[src/rtl/mem_access.sv]
`default_nettype none
// ============================================================================
// Module   : mem_access
// Purpose  : Load/store unit. Stalls the pipeline while it runs one 32-bit bus
//            access, then presents the writeback. Optional build macro:
//            MEM_MISALIGN_CHECK_EN traps misaligned halfword/word accesses.
// Revision : 1.0 - initial release
// ============================================================================
module mem_access #(
  parameter int RADDR_WIDTH    = 5,
  parameter int RDATA_WIDTH    = 32,
  parameter int ADDR_WIDTH     = 32,
  parameter int DATA_WIDTH     = 32,
  parameter int CSR_ADDR_WIDTH = 12,
  parameter int TIMEOUT        = 16
) (
  input  logic                      clk_i,
  input  logic                      rst_i,
  input  logic [RADDR_WIDTH-1:0]    reg_waddr_i,
  input  logic                      reg_we_i,
  input  logic [RDATA_WIDTH-1:0]    reg_wdata_i,
  input  logic [ADDR_WIDTH-1:0]     mem_addr_i,
  input  logic [DATA_WIDTH-1:0]     mem_data_i,
  input  logic [3:0]                mem_op_i,
  input  logic                      csr_we_i,
  input  logic [CSR_ADDR_WIDTH-1:0] csr_waddr_i,
  input  logic [DATA_WIDTH-1:0]     csr_wdata_i,
  output logic                      csr_we_o,
  output logic [CSR_ADDR_WIDTH-1:0] csr_waddr_o,
  output logic [DATA_WIDTH-1:0]     csr_wdata_o,
  output logic [RADDR_WIDTH-1:0]    reg_waddr_o,
  output logic                      reg_we_o,
  output logic [RDATA_WIDTH-1:0]    reg_wdata_o,
  output logic                      bus_req_o,
  output logic                      bus_we_o,
  output logic [31:0]               bus_addr_o,
  output logic [31:0]               bus_wdata_o,
  output logic [3:0]                bus_sel_o,
  input  logic                      bus_ack_i,
  input  logic [31:0]               bus_rdata_i,
  output logic                      stallreq_o,
`ifdef MEM_MISALIGN_CHECK_EN
  output logic                      misalign_o,
`endif
  output logic                      bus_err_o
);

  localparam logic [3:0] MEM_NOP = 4'd0;
  localparam logic [3:0] MEM_LB  = 4'd1;
  localparam logic [3:0] MEM_LH  = 4'd2;
  localparam logic [3:0] MEM_LW  = 4'd3;
  localparam logic [3:0] MEM_LBU = 4'd4;
  localparam logic [3:0] MEM_LHU = 4'd5;
  localparam logic [3:0] MEM_SB  = 4'd6;
  localparam logic [3:0] MEM_SH  = 4'd7;
  localparam logic [3:0] MEM_SW  = 4'd8;

  localparam int CNT_W = (TIMEOUT > 1) ? $clog2(TIMEOUT) : 1;

  typedef enum logic [1:0] {
    S_IDLE   = 2'd0,
    S_ACCESS = 2'd1,
    S_DONE   = 2'd2
  } state_e;

  state_e                    state_q;
  logic [CNT_W-1:0]          cnt_q;
  logic [3:0]                op_q;
  logic [31:0]               addr_q;
  logic [1:0]                lane_q;
  logic [3:0]                sel_q;
  logic [31:0]               wdata_q;
  logic                      bus_we_q;
  logic                      req_q;
  logic [31:0]               rdata_q;
  logic                      err_q;
  logic                      bus_err_q;
  logic [RADDR_WIDTH-1:0]    reg_waddr_q;
  logic                      reg_we_q;
  logic                      csr_we_q;
  logic [CSR_ADDR_WIDTH-1:0] csr_waddr_q;
  logic [DATA_WIDTH-1:0]     csr_wdata_q;
`ifdef MEM_MISALIGN_CHECK_EN
  logic                      misalign_q;
`endif

  logic [31:0] addr_w;
  logic [31:0] data_w;
  logic        is_load_d;
  logic        is_store_d;
  logic        mem_valid;
  logic [3:0]  sel_d;
  logic [31:0] wdata_d;
  logic        misalign_d;
  logic        is_load_q;
  logic [7:0]  ld_byte;
  logic [15:0] ld_half;
  logic [31:0] ld_data;

  assign addr_w = 32'(mem_addr_i);
  assign data_w = 32'(mem_data_i);

  assign is_load_d  = (mem_op_i == MEM_LB) || (mem_op_i == MEM_LH) || (mem_op_i == MEM_LW) ||
                      (mem_op_i == MEM_LBU) || (mem_op_i == MEM_LHU);
  assign is_store_d = (mem_op_i == MEM_SB) || (mem_op_i == MEM_SH) || (mem_op_i == MEM_SW);
  assign mem_valid  = is_load_d || is_store_d;

  // Loads share the store lane masks so the bus sees the bytes actually used.
  always_comb begin
    sel_d   = 4'b0000;
    wdata_d = data_w;
    case (mem_op_i)
      MEM_LB, MEM_LBU: sel_d = 4'b0001 << addr_w[1:0];
      MEM_LH, MEM_LHU: sel_d = addr_w[1] ? 4'b1100 : 4'b0011;
      MEM_LW, MEM_SW:  sel_d = 4'b1111;
      MEM_SB: begin
        sel_d   = 4'b0001 << addr_w[1:0];
        wdata_d = {4{data_w[7:0]}};
      end
      MEM_SH: begin
        sel_d   = addr_w[1] ? 4'b1100 : 4'b0011;
        wdata_d = {2{data_w[15:0]}};
      end
      default: sel_d = 4'b0000;
    endcase
  end

`ifdef MEM_MISALIGN_CHECK_EN
  assign misalign_d = (((mem_op_i == MEM_LH) || (mem_op_i == MEM_LHU) || (mem_op_i == MEM_SH))
                       && addr_w[0]) ||
                      (((mem_op_i == MEM_LW) || (mem_op_i == MEM_SW)) && (addr_w[1:0] != 2'b00));
`else
  assign misalign_d = 1'b0;
`endif

  assign is_load_q = (op_q == MEM_LB) || (op_q == MEM_LH) || (op_q == MEM_LW) ||
                     (op_q == MEM_LBU) || (op_q == MEM_LHU);

  always_comb begin
    case (lane_q)
      2'd0:    ld_byte = rdata_q[7:0];
      2'd1:    ld_byte = rdata_q[15:8];
      2'd2:    ld_byte = rdata_q[23:16];
      default: ld_byte = rdata_q[31:24];
    endcase
    ld_half = lane_q[1] ? rdata_q[31:16] : rdata_q[15:0];
    case (op_q)
      MEM_LB:  ld_data = {{24{ld_byte[7]}}, ld_byte};
      MEM_LBU: ld_data = {24'd0, ld_byte};
      MEM_LH:  ld_data = {{16{ld_half[15]}}, ld_half};
      MEM_LHU: ld_data = {16'd0, ld_half};
      MEM_LW:  ld_data = rdata_q;
      default: ld_data = 32'd0;
    endcase
  end

  always_ff @(posedge clk_i) begin
    if (rst_i) begin
      state_q     <= S_IDLE;
      cnt_q       <= '0;
      op_q        <= MEM_NOP;
      addr_q      <= '0;
      lane_q      <= '0;
      sel_q       <= '0;
      wdata_q     <= '0;
      bus_we_q    <= 1'b0;
      req_q       <= 1'b0;
      rdata_q     <= '0;
      err_q       <= 1'b0;
      bus_err_q   <= 1'b0;
      reg_waddr_q <= '0;
      reg_we_q    <= 1'b0;
      csr_we_q    <= 1'b0;
      csr_waddr_q <= '0;
      csr_wdata_q <= '0;
`ifdef MEM_MISALIGN_CHECK_EN
      misalign_q  <= 1'b0;
`endif
    end else begin
      bus_err_q <= 1'b0;
`ifdef MEM_MISALIGN_CHECK_EN
      misalign_q <= 1'b0;
`endif
      case (state_q)
        S_IDLE: begin
          if (mem_valid) begin
            op_q        <= mem_op_i;
            addr_q      <= {addr_w[31:2], 2'b00};
            lane_q      <= addr_w[1:0];
            sel_q       <= sel_d;
            wdata_q     <= wdata_d;
            bus_we_q    <= is_store_d;
            reg_waddr_q <= reg_waddr_i;
            reg_we_q    <= reg_we_i;
            csr_we_q    <= csr_we_i;
            csr_waddr_q <= csr_waddr_i;
            csr_wdata_q <= csr_wdata_i;
            cnt_q       <= '0;
            if (misalign_d) begin
              err_q   <= 1'b1;
              state_q <= S_DONE;
`ifdef MEM_MISALIGN_CHECK_EN
              misalign_q <= 1'b1;
`endif
            end else begin
              err_q   <= 1'b0;
              req_q   <= 1'b1;
              state_q <= S_ACCESS;
            end
          end
        end
        S_ACCESS: begin
          // Ack is tested first so that an ack in the last allowed cycle wins.
          if (bus_ack_i) begin
            rdata_q <= bus_rdata_i;
            req_q   <= 1'b0;
            state_q <= S_DONE;
          end else if (cnt_q == CNT_W'(TIMEOUT - 1)) begin
            req_q     <= 1'b0;
            err_q     <= 1'b1;
            bus_err_q <= 1'b1;
            state_q   <= S_DONE;
          end else begin
            cnt_q <= cnt_q + CNT_W'(1);
          end
        end
        S_DONE:  state_q <= S_IDLE;
        default: state_q <= S_IDLE;
      endcase
    end
  end

  // Every output is forced low while reset is held, even before the first edge.
  always_comb begin
    bus_req_o   = 1'b0;
    bus_we_o    = 1'b0;
    bus_addr_o  = '0;
    bus_wdata_o = '0;
    bus_sel_o   = '0;
    bus_err_o   = 1'b0;
    stallreq_o  = 1'b0;
    reg_waddr_o = '0;
    reg_we_o    = 1'b0;
    reg_wdata_o = '0;
    csr_we_o    = 1'b0;
    csr_waddr_o = '0;
    csr_wdata_o = '0;
    if (!rst_i) begin
      bus_req_o   = req_q;
      bus_we_o    = req_q & bus_we_q;
      bus_addr_o  = addr_q;
      bus_wdata_o = wdata_q;
      bus_sel_o   = sel_q;
      bus_err_o   = bus_err_q;
      case (state_q)
        S_IDLE: begin
          reg_waddr_o = reg_waddr_i;
          csr_waddr_o = csr_waddr_i;
          csr_wdata_o = csr_wdata_i;
          if (mem_valid) begin
            stallreq_o = 1'b1;
          end else begin
            reg_we_o    = reg_we_i;
            reg_wdata_o = reg_wdata_i;
            csr_we_o    = csr_we_i;
          end
        end
        S_ACCESS: begin
          stallreq_o  = 1'b1;
          reg_waddr_o = reg_waddr_q;
          csr_waddr_o = csr_waddr_q;
          csr_wdata_o = csr_wdata_q;
        end
        S_DONE: begin
          reg_waddr_o = reg_waddr_q;
          reg_we_o    = reg_we_q & is_load_q & ~err_q;
          reg_wdata_o = RDATA_WIDTH'(ld_data);
          csr_we_o    = csr_we_q;
          csr_waddr_o = csr_waddr_q;
          csr_wdata_o = csr_wdata_q;
        end
        default: stallreq_o = 1'b0;
      endcase
    end
  end

`ifdef MEM_MISALIGN_CHECK_EN
  assign misalign_o = rst_i ? 1'b0 : misalign_q;
`endif

endmodule

`default_nettype wire

[config.mk]
export PLATFORM = sky130hd
export DESIGN_NAME = mem_access
export DESIGN_NICKNAME = d
export VERILOG_FILES = /design/src/rtl/mem_access.sv
export SDC_FILE = /design/constraint.sdc
export NUM_CORES = 1
export LEC_CHECK = 0
export BUFFER_PORTS_ARGS = -buffer_cell sky130_fd_sc_hd__buf_2
export CAP_MARGIN = 15
export CORE_UTILIZATION = 30
export DETAILED_ROUTE_END_ITERATION = 12
export GPL_TIMING_DRIVEN = 1
export SLEW_MARGIN = 40
export SYNTH_ARGS = -nofsm -noshare
export SYNTH_HDL_FRONTEND = slang
export SYNTH_SLANG_ARGS = --single-unit
[constraint.sdc]
create_clock -name clk_i -period 2.2 [get_ports clk_i]
set_clock_uncertainty 0.1 [all_clocks]
set_input_delay 0 -clock clk_i [delete_from_list [all_inputs] [get_ports clk_i]]
set_output_delay 0 -clock clk_i [all_outputs]
set_load 0.05 [all_outputs]
==> results of run 1 <==
sequential cells by signal (all words and copies together) (netlist names), 2 cells and up:
signal       count
reg_waddr_q      5
state_q          2
wdata_q         32
addr_q          30
op_q             4
sel_q            4
csr_wdata_q     32
cnt_q            4
rdata_q         32
lane_q           2
csr_waddr_q     12
worst max-delay path: stages (launching register included):
cell	delay, ps
sky130_fd_sc_hd__dfxtp_4	360
sky130_fd_sc_hd__inv_4	70
sky130_fd_sc_hd__ha_4	180
sky130_fd_sc_hd__inv_4	50
sky130_fd_sc_hd__a2111oi_4	300
sky130_fd_sc_hd__nand2_2	150
sky130_fd_sc_hd__nor2_4	170
sky130_fd_sc_hd__buf_4	170
sky130_fd_sc_hd__a22o_2	150
sky130_fd_sc_hd__buf_6	150
layout make-up:
class | instances | area, um^2 | share of cell area [%]
antenna | 1 | 2.50 | 0.0189
clock buffer | 18 | 429 | 3.25
clock inverter | 14 | 136 | 1.03
inverter | 9 | 40.0 | 0.303
multi-input combinational | 896 | 4830 | 36.5
sequential | 165 | 3320 | 25.1
tap | 378 | 473 | 3.58
timing repair buffer | 546 | 3990 | 30.1
layer usage:
metal | GRT usage [%] | up-vias | wire length [um] | part of all wire [%]
met5 | 0 | - | 8 | 0.025
met4 | 9.44 | 2 | 1220 | 3.8
met3 | 5.56 | 67 | 2270 | 7.0
met2 | 36.9 | 417 | 15600 | 48
met1 | 25.4 | 4622 | 13400 | 41
li1 | - | 4880 | - | -
stage by stage:
stage	hold WS (ps)	power [mW]
after global placement	123	6.25
final	47.5	9.52
after CTS	26.1	9.52
after detailed placement	138	6.27
after floorplan	36.0	5.44
after global routing	80.1	10.0
worst max path at each step:
stage	start	endpoint	slack (ps)
2_1_floorplan	state_q[1]$_SDFFE_PP0P_	csr_waddr_o[10]	60
3_3_place_gp	state_q[0]$_SDFFE_PP0P_	reg_wdata_o[14]	100
3_5_place_dp	state_q[0]$_SDFFE_PP0P_	reg_wdata_o[14]	60
4_1_cts	state_q[0]$_SDFFE_PP0P_	reg_wdata_o[14]	-70
5_1_grt	state_q[0]$_SDFFE_PP0P_	reg_wdata_o[20]	-170
6_report	state_q[0]$_SDFFE_PP0P_	reg_wdata_o[27]	-80
cell usage in the layout, fill, tap and decap left out, types with 4 or more instances in the layout:
master | Yosys | routed
sky130_fd_sc_hd__clkbuf_4 | 0 | 6
sky130_fd_sc_hd__buf_2 | 20 | 296
sky130_fd_sc_hd__nor3_1 | 26 | 24
sky130_fd_sc_hd__buf_6 | 5 | 35
sky130_fd_sc_hd__nor2_4 | 0 | 4
sky130_fd_sc_hd__buf_4 | 4 | 47
sky130_fd_sc_hd__a22o_1 | 16 | 6
sky130_fd_sc_hd__a311oi_1 | 10 | 10
sky130_fd_sc_hd__o21ai_0 | 5 | 4
sky130_fd_sc_hd__nand2_1 | 324 | 322
sky130_fd_sc_hd__inv_1 | 8 | 6
sky130_fd_sc_hd__dlygate4sd3_1 | 0 | 153
sky130_fd_sc_hd__nand3_1 | 5 | 5
sky130_fd_sc_hd__nor2b_1 | 80 | 80
sky130_fd_sc_hd__a22oi_1 | 59 | 59
sky130_fd_sc_hd__inv_8 | 0 | 4
sky130_fd_sc_hd__a211oi_1 | 9 | 9
sky130_fd_sc_hd__dfxtp_1 | 165 | 157
sky130_fd_sc_hd__dfxtp_2 | 0 | 5
sky130_fd_sc_hd__buf_12 | 0 | 7
sky130_fd_sc_hd__nor2_1 | 117 | 113
sky130_fd_sc_hd__a22o_2 | 0 | 10
sky130_fd_sc_hd__mux2_2 | 14 | 14
sky130_fd_sc_hd__a21oi_1 | 163 | 160
sky130_fd_sc_hd__clkbuf_16 | 0 | 18
sky130_fd_sc_hd__a221o_1 | 15 | 15
kinds of logic (layout without fill, tap and decap cells):
group | Yosys count | count (layout) | synth area share [%]
compound gates | 294 | 294 | 22.4
xor+xnor | 3 | 3 | 0.310
fa+ha+maj | 5 | 5 | 0.738
buf+inv | 113 | 587 | 5.92
flops | 165 | 165 | 39.0
mux | 16 | 16 | 2.24
other cells | 1 | 3 | 0.0443
simple gates | 574 | 576 | 29.3
power breakdown:
group          total (mW)  internal, mW  switching (mW)
combinational        3.19          1.14            2.05
clock                2.90          1.50            1.40
sequential           3.42          3.26           0.168
what timing repair did:
item / 4_1_cts / 5_1_grt
endpoints found under the setup margin: 37 / 75
resized for setup: 79 / 46
buffers inserted: 7 / 6
hold buffers: 153 / 0
endpoints found under the hold margin: 159 / 0
pin swaps: 10 / 12
cloned: 2 / 2
==> summary.txt, run 1 <==
Power
  – Power density relative to cell area: between 700 and 800 mW/mm^2
  – Static leakage power: 5.78 nW
  – Largest vdd supply drop: 0.495 mV

Setup path
  – Largest driver fanout on the critical path: 8
  – Data required time at the worst endpoint: about 2100 ps
  – FF-to-FF setup slack: ~240 ps
  – Launching point of the worst reg2reg path: state_q[1]$_SDFFE_PP0P_
  – Critical path type: reg2out
  – Capture instance of the worst register-to-register path: addr_q[26]$_SDFFE_PP0P_
  – Arrival time at the worst endpoint: ~2200 ps
  – Startpoint Class: flip-flop
  – Crit end category: output port
  – Cell depth of the worst flop-to-flop path: 8

Place
  – Cell area reported after detailed placement: about 0.011 mm^2
  – Port Buffers: about 340
  – Placer Congestion: roughly 0.9
  – Dpl ws: 64.4 ps
  – Total half-perimeter wirelength after legalization and detailed placement: 21.6 mm
  – Placed cell count: 1824

Hold path
  – Hold Path Cell Cnt: 4
  – Hold_sp: mem_op_i[0]
  – Hold Crit Endpoint: op_q[0]$_SDFFE_PP0P_
  – Worst hold path type: in2reg

Clock network
  – Clock Root Buffer: sky130_fd_sc_hd__clkbuf_16
  – Number of H-tree branching levels: 4
  – CTS buffer count: 17
  – Buffers from clock root to sink, at most: 2
  – Clock network latency to the later pin of the worst-skew pair: just over 400 ps
  – Clock Sinks: 165
  – TritonCTS clock tree: built
  – Clk slew on worst S/H paths: around 60 ps

Yosys
  – Top cells by area, synth: sky130_fd_sc_hd__dfxtp_1 (39%), sky130_fd_sc_hd__nand2_1 (14%), sky130_fd_sc_hd__a21oi_1 (9.6%)
  – Share of async-settable or async-resettable flops after synthesis: 0%
  – Cell variety after synth: 58
  – Most used flip-flop cell after synthesis: sky130_fd_sc_hd__dfxtp_1
  – Count of flip-flops with a built-in enable after synthesis: 0
  – Post-synthesis cell area: 0.00847 mm^2
  – FF+latch count, synth: approximately 170
  – Post-synthesis cell count: between 1000 and 1500
  – Number of warnings issued by yosys: 0
  – Post-synthesis average cell area: slightly above 7 um^2
  – Top-count cell post-synth: sky130_fd_sc_hd__nand2_1
  – Sequential cell area fraction in the yosys report: 39.0%
  – Most numerous cell types in the synthesized netlist: sky130_fd_sc_hd__nand2_1 (324), sky130_fd_sc_hd__dfxtp_1 (165), sky130_fd_sc_hd__a21oi_1 (163), sky130_fd_sc_hd__nor2_1 (117), sky130_fd_sc_hd__nor2b_1 (80)
  – Cell type with the highest aggregate area in the netlist: sky130_fd_sc_hd__dfxtp_1
  – Top-area cell type share of the netlist area: between 30% and 40%

Drt
  – Iteration count of the initial detailed-routing pass: 5
  – Post-route DRC violation count: 0
  – Antenna-violating nets left: 0
  – Number of vias per cell: approximately 5
  – Starting DRC count in detailed routing: 700
  – Final WL: 32.6 mm
  – Number of vias in the routed layout: 9988
  – Average wire per standard cell: 16.1 um

Floorplanning
  – Boundary Pins: between 300 and 400
  – Starting Density: between 30 and 40%
  – Total core area: 0.0278 mm^2
  – Horizontal die dimension: approximately 170 um
  – Total Die Area: 0.0289 mm^2
  – Standard-cell row count: 61
  – Die Y: approximately 170 um

Layout
  – Final standard cell count with taps included and fillers excluded: between 2000 and 2500
  – Post-Route Utilization: a little under half
  – Post-route cell area: 0.0132 mm^2
  – Layout overhead on the synthesized area: 56.0%
  – Nets@finish: approximately 1800
  – Fill cell instance count of the final layout: 2773
  – Share of final-layout standard cells stronger than drive strength 1: around 30%

STA
  – Worst rel slew slack: about half
  – Least setup slack across all paths after layout: -75.1 ps
  – Final Critical Period: around 2300 ps
  – RSZ-0062 raised after global routing: yes
  – Slew at the pin closest to its max-slew limit: 772 ps
  – Total count of max-transition violations in the final report: 0
  – Post-route clock period utilization: 103%
  – Number of setup violations in the final report: 20
  – Setup TNS after final layout: -1130 ps
  – Number of hold violations in the final report: 0
  – Upper clock frequency limit: 0.440 GHz

Global route
  – Overflow left after global routing: 0
  – Initial antenna violation count: 2
  – Maximum number of pins on one net before global-route repair: roughly 80
  – Vias in the first global route: around 9500
  – Overall Global Routing Usage: 21.6%
  – First-pass GRT wire length: roughly 50 mm

Run
  – Reported max-cap violation count: 0

Run status
  – Status: finished with violations
  – Violated checks: setup timing
Power figures use the tool's default switching activity.
==> run 2, diff against run 1 <==
Settings changed: CAP_MARGIN 15 to default, CORE_MARGIN from default to 4.
==> run 2 against run 1 <==
Against the previous run:
- the run still ends with setup timing left
- fmax fell by 2.6%
- register-to-register slack worse by 70 ps
- clock power rose by 3%
- critical path depth unchanged
- largest power group is now combinational cells
- final cell count grew 1.2%
- sequential power barely moved
- via count grew 1.7%
- flip-flop and latch count unchanged
- non-clock buffer count up 24
- utilization grew 2.5 points
- die area increased by 7.2%
- critical endpoint is now reg_wdata_o[16]
- critical path type unchanged
==> summary.txt, run 2 (synthesis gave the netlist of run 1 again) <==
Global route
  – Maximum number of pins on one net before global-route repair: 187 (+130%)
  – Vias in the first global route: 9880 (+4.4%)
  – First-pass GRT wire length: 51.6 mm (+4.3%)
  – Overflow left after global routing: 0 (unchanged)
  – Overall Global Routing Usage: 20.4% (-1.2 points)
  – Initial antenna violation count: 3 (+1)

Clock network
  – Clock Sinks: 165 (unchanged)
  – CTS buffer count: 17 (unchanged)
  – Number of H-tree branching levels: 4 (unchanged)
  – Buffers from clock root to sink, at most: 2 (unchanged)
  – Clock network latency to the later pin of the worst-skew pair: 420 ps (about the same)
  – Clock Root Buffer: sky130_fd_sc_hd__clkbuf_16
  – Clk slew on worst S/H paths: 70 ps (about the same)
  – TritonCTS clock tree: built

Setup path
  – FF-to-FF setup slack: 170 ps (-70 ps)
  – Data required time at the worst endpoint: 2100 ps (about the same)
  – Cell with the largest stage delay on the worst path: sky130_fd_sc_hd__dfxtp_4
  – Crit end category: output port
  – Largest driver fanout on the critical path: 8 (unchanged)
  – Most numerous cell on the critical path: sky130_fd_sc_hd__inv_4
  – Cell type group with the largest total delay on the critical path: compound AO/OA/AOI/OAI gates
  – Arrival time at the worst endpoint: 2230 ps (+50 ps)
  – Startpoint Class: flip-flop
  – Critical path, cell by cell: inv_4, ha_4, inv_4, a2111oi_4, nand2_2, nor2_4, buf_4, a22o_1, buf_6
  – Sum of buffers and inverters on the critical path: 4 (unchanged)
  – Largest stage delay on the critical path: 350 ps (about the same)
  – Critical path type: reg2out

Layout
  – Registers with the most flip-flops: csr_wdata_q (32), rdata_q (32), wdata_q (32)
  – Post-route cell area: 0.0140 mm^2 (+5.6%)
  – Commonest non-fill, non-tap cell in the layout: sky130_fd_sc_hd__nand2_1
  – Layout overhead on the synthesized area: 64.8%
  – Post-Route Utilization: 50.1% (+2.5 points)
  – Most frequent cells in the layout: sky130_fd_sc_hd__nand2_1 (309), sky130_fd_sc_hd__buf_2 (261), sky130_fd_sc_hd__dfxtp_1 (158), sky130_fd_sc_hd__a21oi_1 (156), sky130_fd_sc_hd__dlygate4sd3_1 (151)
  – Nets@finish: 1850 (+1.3%)
  – Share of final-layout standard cells stronger than drive strength 1: 32.6% (+3.0 points)

Drt
  – Average wire per standard cell: 17.1 um (+6.4%)
  – Iteration count of the initial detailed-routing pass: 5 (unchanged)
  – Antenna-violating nets left: 0 (unchanged)
  – Post-route DRC violation count: 0 (unchanged)
  – Number of vias per cell: 4.95 (+0.44%)
  – Number of vias in the routed layout: 10156 (+1.7%)
  – Final WL: 35.1 mm (+7.7%)
  – Starting DRC count in detailed routing: 680 (-2.9%)

STA
  – Worst rel slew slack: 43.3% (-5.2 points)
  – Post-route clock period utilization: 106% (+2.7 points)
  – Least setup slack across all paths after layout: -135 ps (-59.7 ps)
  – RSZ-0062 raised after global routing: yes
  – Final Critical Period: 2330 ps (+59.7 ps)
  – Slew at the pin closest to its max-slew limit: 850 ps (+77.8 ps)
  – Upper clock frequency limit: 0.428 GHz (-2.6%)
  – Number of setup violations in the final report: 24 (+20%)
  – Number of hold violations in the final report: 0 (unchanged)
  – Total count of max-transition violations in the final report: 0 (unchanged)
  – Smallest hold slack: 39.2 ps (-8.29 ps)

Power
  – Static leakage power: 6.04 nW (+4.5%)
  – Power density relative to cell area: 709 mW/mm^2 (-1.6%)
  – Largest vdd supply drop: 0.356 mV (-28%)
  – Final total power: 9.89 mW (+3.9%)

Place
  – Cell area reported after detailed placement: 0.0107 mm^2 (+1.1%)
  – Total half-perimeter wirelength after legalization and detailed placement: 22.1 mm (+2.2%)
  – Port Buffers: 338 (unchanged)
  – Placer Congestion: 0.925 (+2.9%)

Hold path
  – Worst hold path type: in2reg

Run status
  – Violated checks: setup timing
  – Status: finished with violations

Floorplanning
  – Horizontal die dimension: 176 um (+3.5%)
  – Starting Density: 30.4% (-0.084 points)
  – Die Y: 176 um (+3.5%)
  – Standard-cell row count: 61 (unchanged)
  – Total core area: 0.0279 mm^2 (+0.28%)
  – Total Die Area: 0.0310 mm^2 (+7.2%)
  – Boundary Pins: 341 (unchanged)

Run
  – Reported max-cap violation count: 0 (unchanged)
run 2: cell types whose count changed in the layout (fill, tap and decap cells not counted), moves of 5 or more:
cell,before,now
sky130_fd_sc_hd__a22oi_1,59,52
sky130_fd_sc_hd__nand2_2,2,7
sky130_fd_sc_hd__buf_6,35,60
sky130_fd_sc_hd__clkbuf_4,6,11
sky130_fd_sc_hd__buf_2,296,261
sky130_fd_sc_hd__nand2_1,322,309
sky130_fd_sc_hd__a22o_2,10,4
sky130_fd_sc_hd__a22oi_2,0,7
sky130_fd_sc_hd__nand2_4,0,8
sky130_fd_sc_hd__buf_4,47,64
sky130_fd_sc_hd__a22o_4,0,6
sky130_fd_sc_hd__buf_8,1,11
run 2: worst paths after layout:
check | depth (start not counted) | to | start
max reg2reg | 9 | csr_wdata_q[11]$_SDFFE_PP0P_ | state_q[0]$_SDFFE_PP0P_
min | 4 | op_q[0]$_SDFFE_PP0P_ | mem_op_i[0]
max | 9 | reg_wdata_o[16] | state_q[0]$_SDFFE_PP0P_
min reg2reg | 2 | addr_q[13]$_SDFFE_PP0P_ | addr_q[13]$_SDFFE_PP0P_
run 2: through the flow:
| step | TNS, ps | setup WS, ps | cells |
|---|---|---|---|
| 5_1_grt | -6340 | -247 | 2052 |
| 2_1_floorplan | 0 | 55.7 | 1172 |
| 4_1_cts | -1470 | -93.4 | 2025 |
| 3_3_place_gp | 0 | 55.2 | 1834 |
| 6_report | -2090 | -135 | 2052 |
| 3_5_place_dp | -7.92 | -7.92 | 1834 |
run 2: layout make-up:
class | instances | area (um^2)
fillers | 2624 | 13900
inverters | 9 | 43.8
clock inverters | 14 | 139
diodes | 2 | 5.00
flip-flops and latches | 165 | 3320
repair buffers | 570 | 4480
multi-input cells | 896 | 5060
well taps | 378 | 473
clock buffers | 18 | 439
run 2: report_power, final:
group	internal [mW]	leakage, nW	switching (mW)
logic	1.34	4.40	2.15
registers	3.26	1.36	0.162
clock network	1.54	0.283	1.45
total	6.14	6.04	3.76
run 2: metal layers:
layer / track usage [%] / part of all wire [%] / up-vias
li1: - / - / 4935
met1: 23.9 / 40 / 4690
met2: 36.2 / 50 / 460
met3: 4.82 / 7.1 / 69
met4: 7.63 / 3.2 / 2
met5: 0 / 0.023 / -
run 2: what timing repair did:
action / CTS / global route
endpoints found under the hold margin: 158 / 0
endpoints found under the setup margin: 79 / 78
hold buffers: 151 / 0
pin swaps: 10 / 42
cloned: 1 / 6
gates resized for setup: 106 / 176
setup buffers: 7 / 20
run 2: tightest hold or removal path, stage by stage:
cell,delay [ps]
sky130_fd_sc_hd__buf_2,130
sky130_fd_sc_hd__buf_4,220
sky130_fd_sc_hd__nand2_1,100
sky130_fd_sc_hd__a21oi_1,60
==> run 3, diff against run 2 <==
Settings changed: ABC_AREA from default to 1.
==> run 3 against run 2 <==
Against the previous run:
- the flow now finishes without violations
- flip-flop and latch count is the same
- critical path depth shrank 1
- wire length shrank 5.3%
- first-iteration DRC count shrank 5.1%
- fmax grew 12%
- count of clock-buffer cells in the layout grew 1
- combinational power shrank 15%
- largest cell class unchanged
- largest power group is now registers
- highest routed layer is now met4
- die area grew 2.9%
- design area shrank 5.5%
==> summary.txt, run 3 <==
Setup path
  – Largest stage delay on the critical path: 350 ps (about the same)
  – Sum of buffers and inverters on the critical path: 4 (unchanged)
  – Critical path type: reg2out
  – Critical path, cell by cell: inv_2, ha_4, nand3_4, inv_4, buf_12, nand2_1, a21oi_1, buf_4
  – Startpoint Class: flip-flop
  – Cell with the largest stage delay on the worst path: sky130_fd_sc_hd__dfxtp_1
  – Largest driver fanout on the critical path: 17 (+9)
  – FF-to-FF setup slack: 400 ps (+230 ps)
  – Cell type group with the largest total delay on the critical path: buffers and inverters
  – Arrival time at the worst endpoint: 1990 ps (-240 ps)
  – Crit end category: output port
  – Data required time at the worst endpoint: 2100 ps (about the same)

Floorplanning
  – Boundary Pins: 341 (unchanged)
  – Starting Density: 30.4% (about the same)
  – Standard-cell row count: 62 (+1.6%)
  – Total core area: 0.0287 mm^2 (+3.0%)
  – Die Y: 179 um (+1.4%)
  – Horizontal die dimension: 179 um (+1.4%)
  – Total Die Area: 0.0319 mm^2 (+2.9%)

Yosys
  – Number of warnings issued by yosys: 0 (unchanged)
  – Most numerous cell types in the synthesized netlist: sky130_fd_sc_hd__nand2_1 (420), sky130_fd_sc_hd__a21oi_1 (211), sky130_fd_sc_hd__dfxtp_1 (165), sky130_fd_sc_hd__nor2_1 (156), sky130_fd_sc_hd__inv_1 (116)
  – Cell type with the highest aggregate area in the netlist: sky130_fd_sc_hd__dfxtp_1
  – FF+latch count, synth: 165 (unchanged)
  – Cell variety after synth: 30 (-48%)
  – Top cells by area, synth: sky130_fd_sc_hd__dfxtp_1 (38%), sky130_fd_sc_hd__nand2_1 (18%), sky130_fd_sc_hd__a21oi_1 (12%)
  – Top-area cell type share of the netlist area: 37.8% (-1.1 points)
  – Post-synthesis cell count: 1384 (+18%)
  – Fraction of the mapped netlist area in adder cells: 0.717% (-0.021 points)
  – Share of async-settable or async-resettable flops after synthesis: 0% (unchanged)
  – Count of flip-flops with a built-in enable after synthesis: 0 (unchanged)
  – Synthesized-area fraction occupied by and/or/nand/nor cells: 30.0% (+0.72 points)
  – Post-synthesis cell area: 0.00873 mm^2 (+3.0%)
  – XOR/XNOR share of the synthesized area: 0.201% (-0.11 points)
  – Post-synthesis average cell area: 6.31 um^2 (-13%)
  – Sequential cell area fraction in the yosys report: 37.8% (-1.1 points)
  – Dominant combinational cell family by area after synthesis: simple AND/OR/NAND/NOR gates
  – Compound-gate portion of the synthesized area: 20.1% (-2.4 points)
  – Multiplexer share of the synthesized area: 0% (-2.2 points)
  – Top-count cell post-synth: sky130_fd_sc_hd__nand2_1
  – Most used flip-flop cell after synthesis: sky130_fd_sc_hd__dfxtp_1

STA
  – Setup TNS after final layout: 0 ps (+2090 ps)
  – Total count of max-transition violations in the final report: 0 (unchanged)
  – Number of setup violations in the final report: 0 (-100%)
  – Upper clock frequency limit: 0.478 GHz (+12%)
  – Worst rel slew slack: 56.3% (+13 points)
  – Slew at the pin closest to its max-slew limit: 656 ps (-194 ps)
  – Post-route clock period utilization: 95.0% (-11 points)
  – Number of hold violations in the final report: 0 (unchanged)
  – Final Critical Period: 2090 ps (-245 ps)

Layout
  – Most frequent cells in the layout: sky130_fd_sc_hd__nand2_1 (419), sky130_fd_sc_hd__buf_2 (303), sky130_fd_sc_hd__a21oi_1 (201), sky130_fd_sc_hd__dfxtp_1 (162), sky130_fd_sc_hd__dlygate4sd3_1 (162)
  – Commonest non-fill, non-tap cell in the layout: sky130_fd_sc_hd__nand2_1
  – Post-Route Utilization: 46.0% (-4.1 points)
  – Share of final-layout standard cells stronger than drive strength 1: 24.7% (-7.9 points)
  – Registers with the most flip-flops: csr_wdata_q (32), rdata_q (32), wdata_q (32)
  – Fill cell instance count of the final layout: 2924 (+11%)
  – Post-route cell area: 0.0132 mm^2 (-5.5%)
  – Layout overhead on the synthesized area: 51.2%
  – Multi-input gate area: 0.00455 mm^2 (-10%)
  – Combined flip-flop and latch cell area: 0.00331 mm^2 (-0.45%)
  – Nets@finish: 2032 (+9.8%)

Global route
  – First-pass GRT wire length: 51.9 mm (+0.51%)
  – Maximum number of pins on one net before global-route repair: 100 (-47%)
  – Vias in the first global route: 10377 (+5.0%)
  – Overall Global Routing Usage: 19.9% (-0.48 points)
  – Initial antenna violation count: 2 (-1)
  – Overflow left after global routing: 0 (unchanged)

Clock network
  – Buffers from clock root to sink, at most: 2 (unchanged)
  – Number of H-tree branching levels: 4 (unchanged)
  – CTS buffer count: 17 (unchanged)
  – Clock Sinks: 165 (unchanged)
  – Clk slew on worst S/H paths: 70 ps (about the same)
  – Clock Root Buffer: sky130_fd_sc_hd__clkbuf_16
  – Clock network latency to the later pin of the worst-skew pair: 410 ps (about the same)
  – TritonCTS clock tree: built

Power
  – Largest vdd supply drop: 0.428 mV (+20%)
  – Switching part of the total power: 36.3% (-1.7 points)
  – Final total power: 9.55 mW (-3.5%)
  – Share of total power in combinational logic: 31.1% (-4.1 points)
  – Power density relative to cell area: 724 mW/mm^2 (+2.1%)
  – Switching power of the nets: 3.47 mW (-7.7%)
  – Clock network fraction of design power: 33.2% (+3.0 points)
  – Pint: 6.08 mW (-0.85%)
  – Part of the power in registers: 35.7% (+1.2 points)
  – Static leakage power: 6.15 nW (+1.7%)

Drt
  – Antenna-violating nets left: 0 (unchanged)
  – Post-route DRC violation count: 0 (unchanged)
  – Starting DRC count in detailed routing: 645 (-5.1%)
  – Average wire per standard cell: 14.8 um (-13%)
  – Number of vias in the routed layout: 10563 (+4.0%)
  – Iteration count of the initial detailed-routing pass: 5 (unchanged)
  – Final WL: 33.2 mm (-5.3%)
  – Number of vias per cell: 4.72 (-4.7%)

Place
  – Placer Congestion: 0.862 (-6.9%)
  – Total half-perimeter wirelength after legalization and detailed placement: 22.3 mm (+1.0%)
  – Port Buffers: 338 (unchanged)
  – Cell area reported after detailed placement: 0.0107 mm^2 (+0.41%)

Hold path
  – Worst hold path type: in2reg

Run
  – Reported max-cap violation count: 0 (unchanged)

Run status
  – Status: finished, final reports clean
[run 3: changes by cell type after synthesis, moves of 14 or more]
cell / delta
sky130_fd_sc_hd__nand3_1: +44
sky130_fd_sc_hd__a221o_1: -15
sky130_fd_sc_hd__a21oi_1: +48
sky130_fd_sc_hd__a22o_1: -16
sky130_fd_sc_hd__nor3_1: -17
sky130_fd_sc_hd__a22oi_1: -59
sky130_fd_sc_hd__nor2b_1: -80
sky130_fd_sc_hd__nand2_1: +96
sky130_fd_sc_hd__clkbuf_1: -15
sky130_fd_sc_hd__nor2_1: +39
sky130_fd_sc_hd__inv_1: +108
sky130_fd_sc_hd__o21ai_0: +93
sky130_fd_sc_hd__mux2_2: -14
[run 3: logic make-up after synthesis]
family | count (synthesis)
adder cells (fa/ha/maj) | 5
buffers and inverters | 222
AND/OR/NAND/NOR | 655
AO/OA/AOI/OAI | 334
other | 1
XOR/XNOR | 2
flip-flops | 165
[run 3: layout make-up]
| cell class | instances | share of cell area (%) |
|---|---|---|
| sequential | 165 | 25.1 |
| multi-input combinational | 998 | 34.5 |
| timing repair buffer | 532 | 28.4 |
| tap | 384 | 3.64 |
| clock inverter | 13 | 1.31 |
| antenna | 2 | 0.0379 |
| clock buffer | 19 | 3.36 |
| inverter | 127 | 3.71 |
[run 3: worst register-to-register path: stages, from the launching register on]
cell and delay [ps]:
sky130_fd_sc_hd__dfxtp_1 350, sky130_fd_sc_hd__inv_2 100, sky130_fd_sc_hd__ha_1 270, sky130_fd_sc_hd__nand2_1 240
sky130_fd_sc_hd__buf_4 290, sky130_fd_sc_hd__o21ai_0 270, sky130_fd_sc_hd__nor2_1 70
[run 3: final timing paths]
kind	startpoint	to	cells past startpoint
max	state_q[1]$_SDFFE_PP0P_	reg_wdata_o[16]	8
min	mem_op_i[2]	op_q[2]$_SDFFE_PP0P_	5
max reg2reg	state_q[1]$_SDFFE_PP0P_	rdata_q[3]$_SDFFE_PP0P_	6
min reg2reg	addr_q[26]$_SDFFE_PP0P_	addr_q[26]$_SDFFE_PP0P_	2
[run 3: routing by layer]
metal / share of wire, % / routed length, um / vias to the layer above / global-route usage, %
met5: 0 / 0 / - / 0
met2: 50 / 16600 / 368 / 36.3
met1: 42 / 13900 / 4824 / 23.3
li1: - / - / 5314 / -
met3: 5.8 / 1920 / 57 / 3.90
met4: 2.4 / 798 / 0 / 6.72
[run 3: repair_timing]
action                                  4_1_cts  5_1_grt
endpoints found under the setup margin       74       58
pin swaps                                     0        4
hold buffers                                162        0
buffers inserted                              0        5
resized for setup                            39       23
gates cloned                                  0        1
endpoints found under the hold margin       159        0
[run 3: power groups by stage]
stage          Sequential (mW)  Combinational (mW)  Clock, mW
2_1_floorplan             3.43                1.94          0
3_3_place_gp              3.46                2.61          0
3_5_place_dp              3.47                2.64          0
4_1_cts                   3.40                2.91       3.28
5_1_grt                   3.44                3.22       3.39
6_report                  3.40                2.97       3.17
[run 3: through the flow]
step | cells | hold WS, ps | setup WS [ps]
4_1_cts | 2232 | 21.5 | 12.3
3_3_place_gp | 2038 | 105 | 331
6_report | 2240 | 17.8 | 110
2_1_floorplan | 1385 | -22.4 | 63.8
3_5_place_dp | 2038 | 113 | 348
5_1_grt | 2240 | 71.8 | -7.15
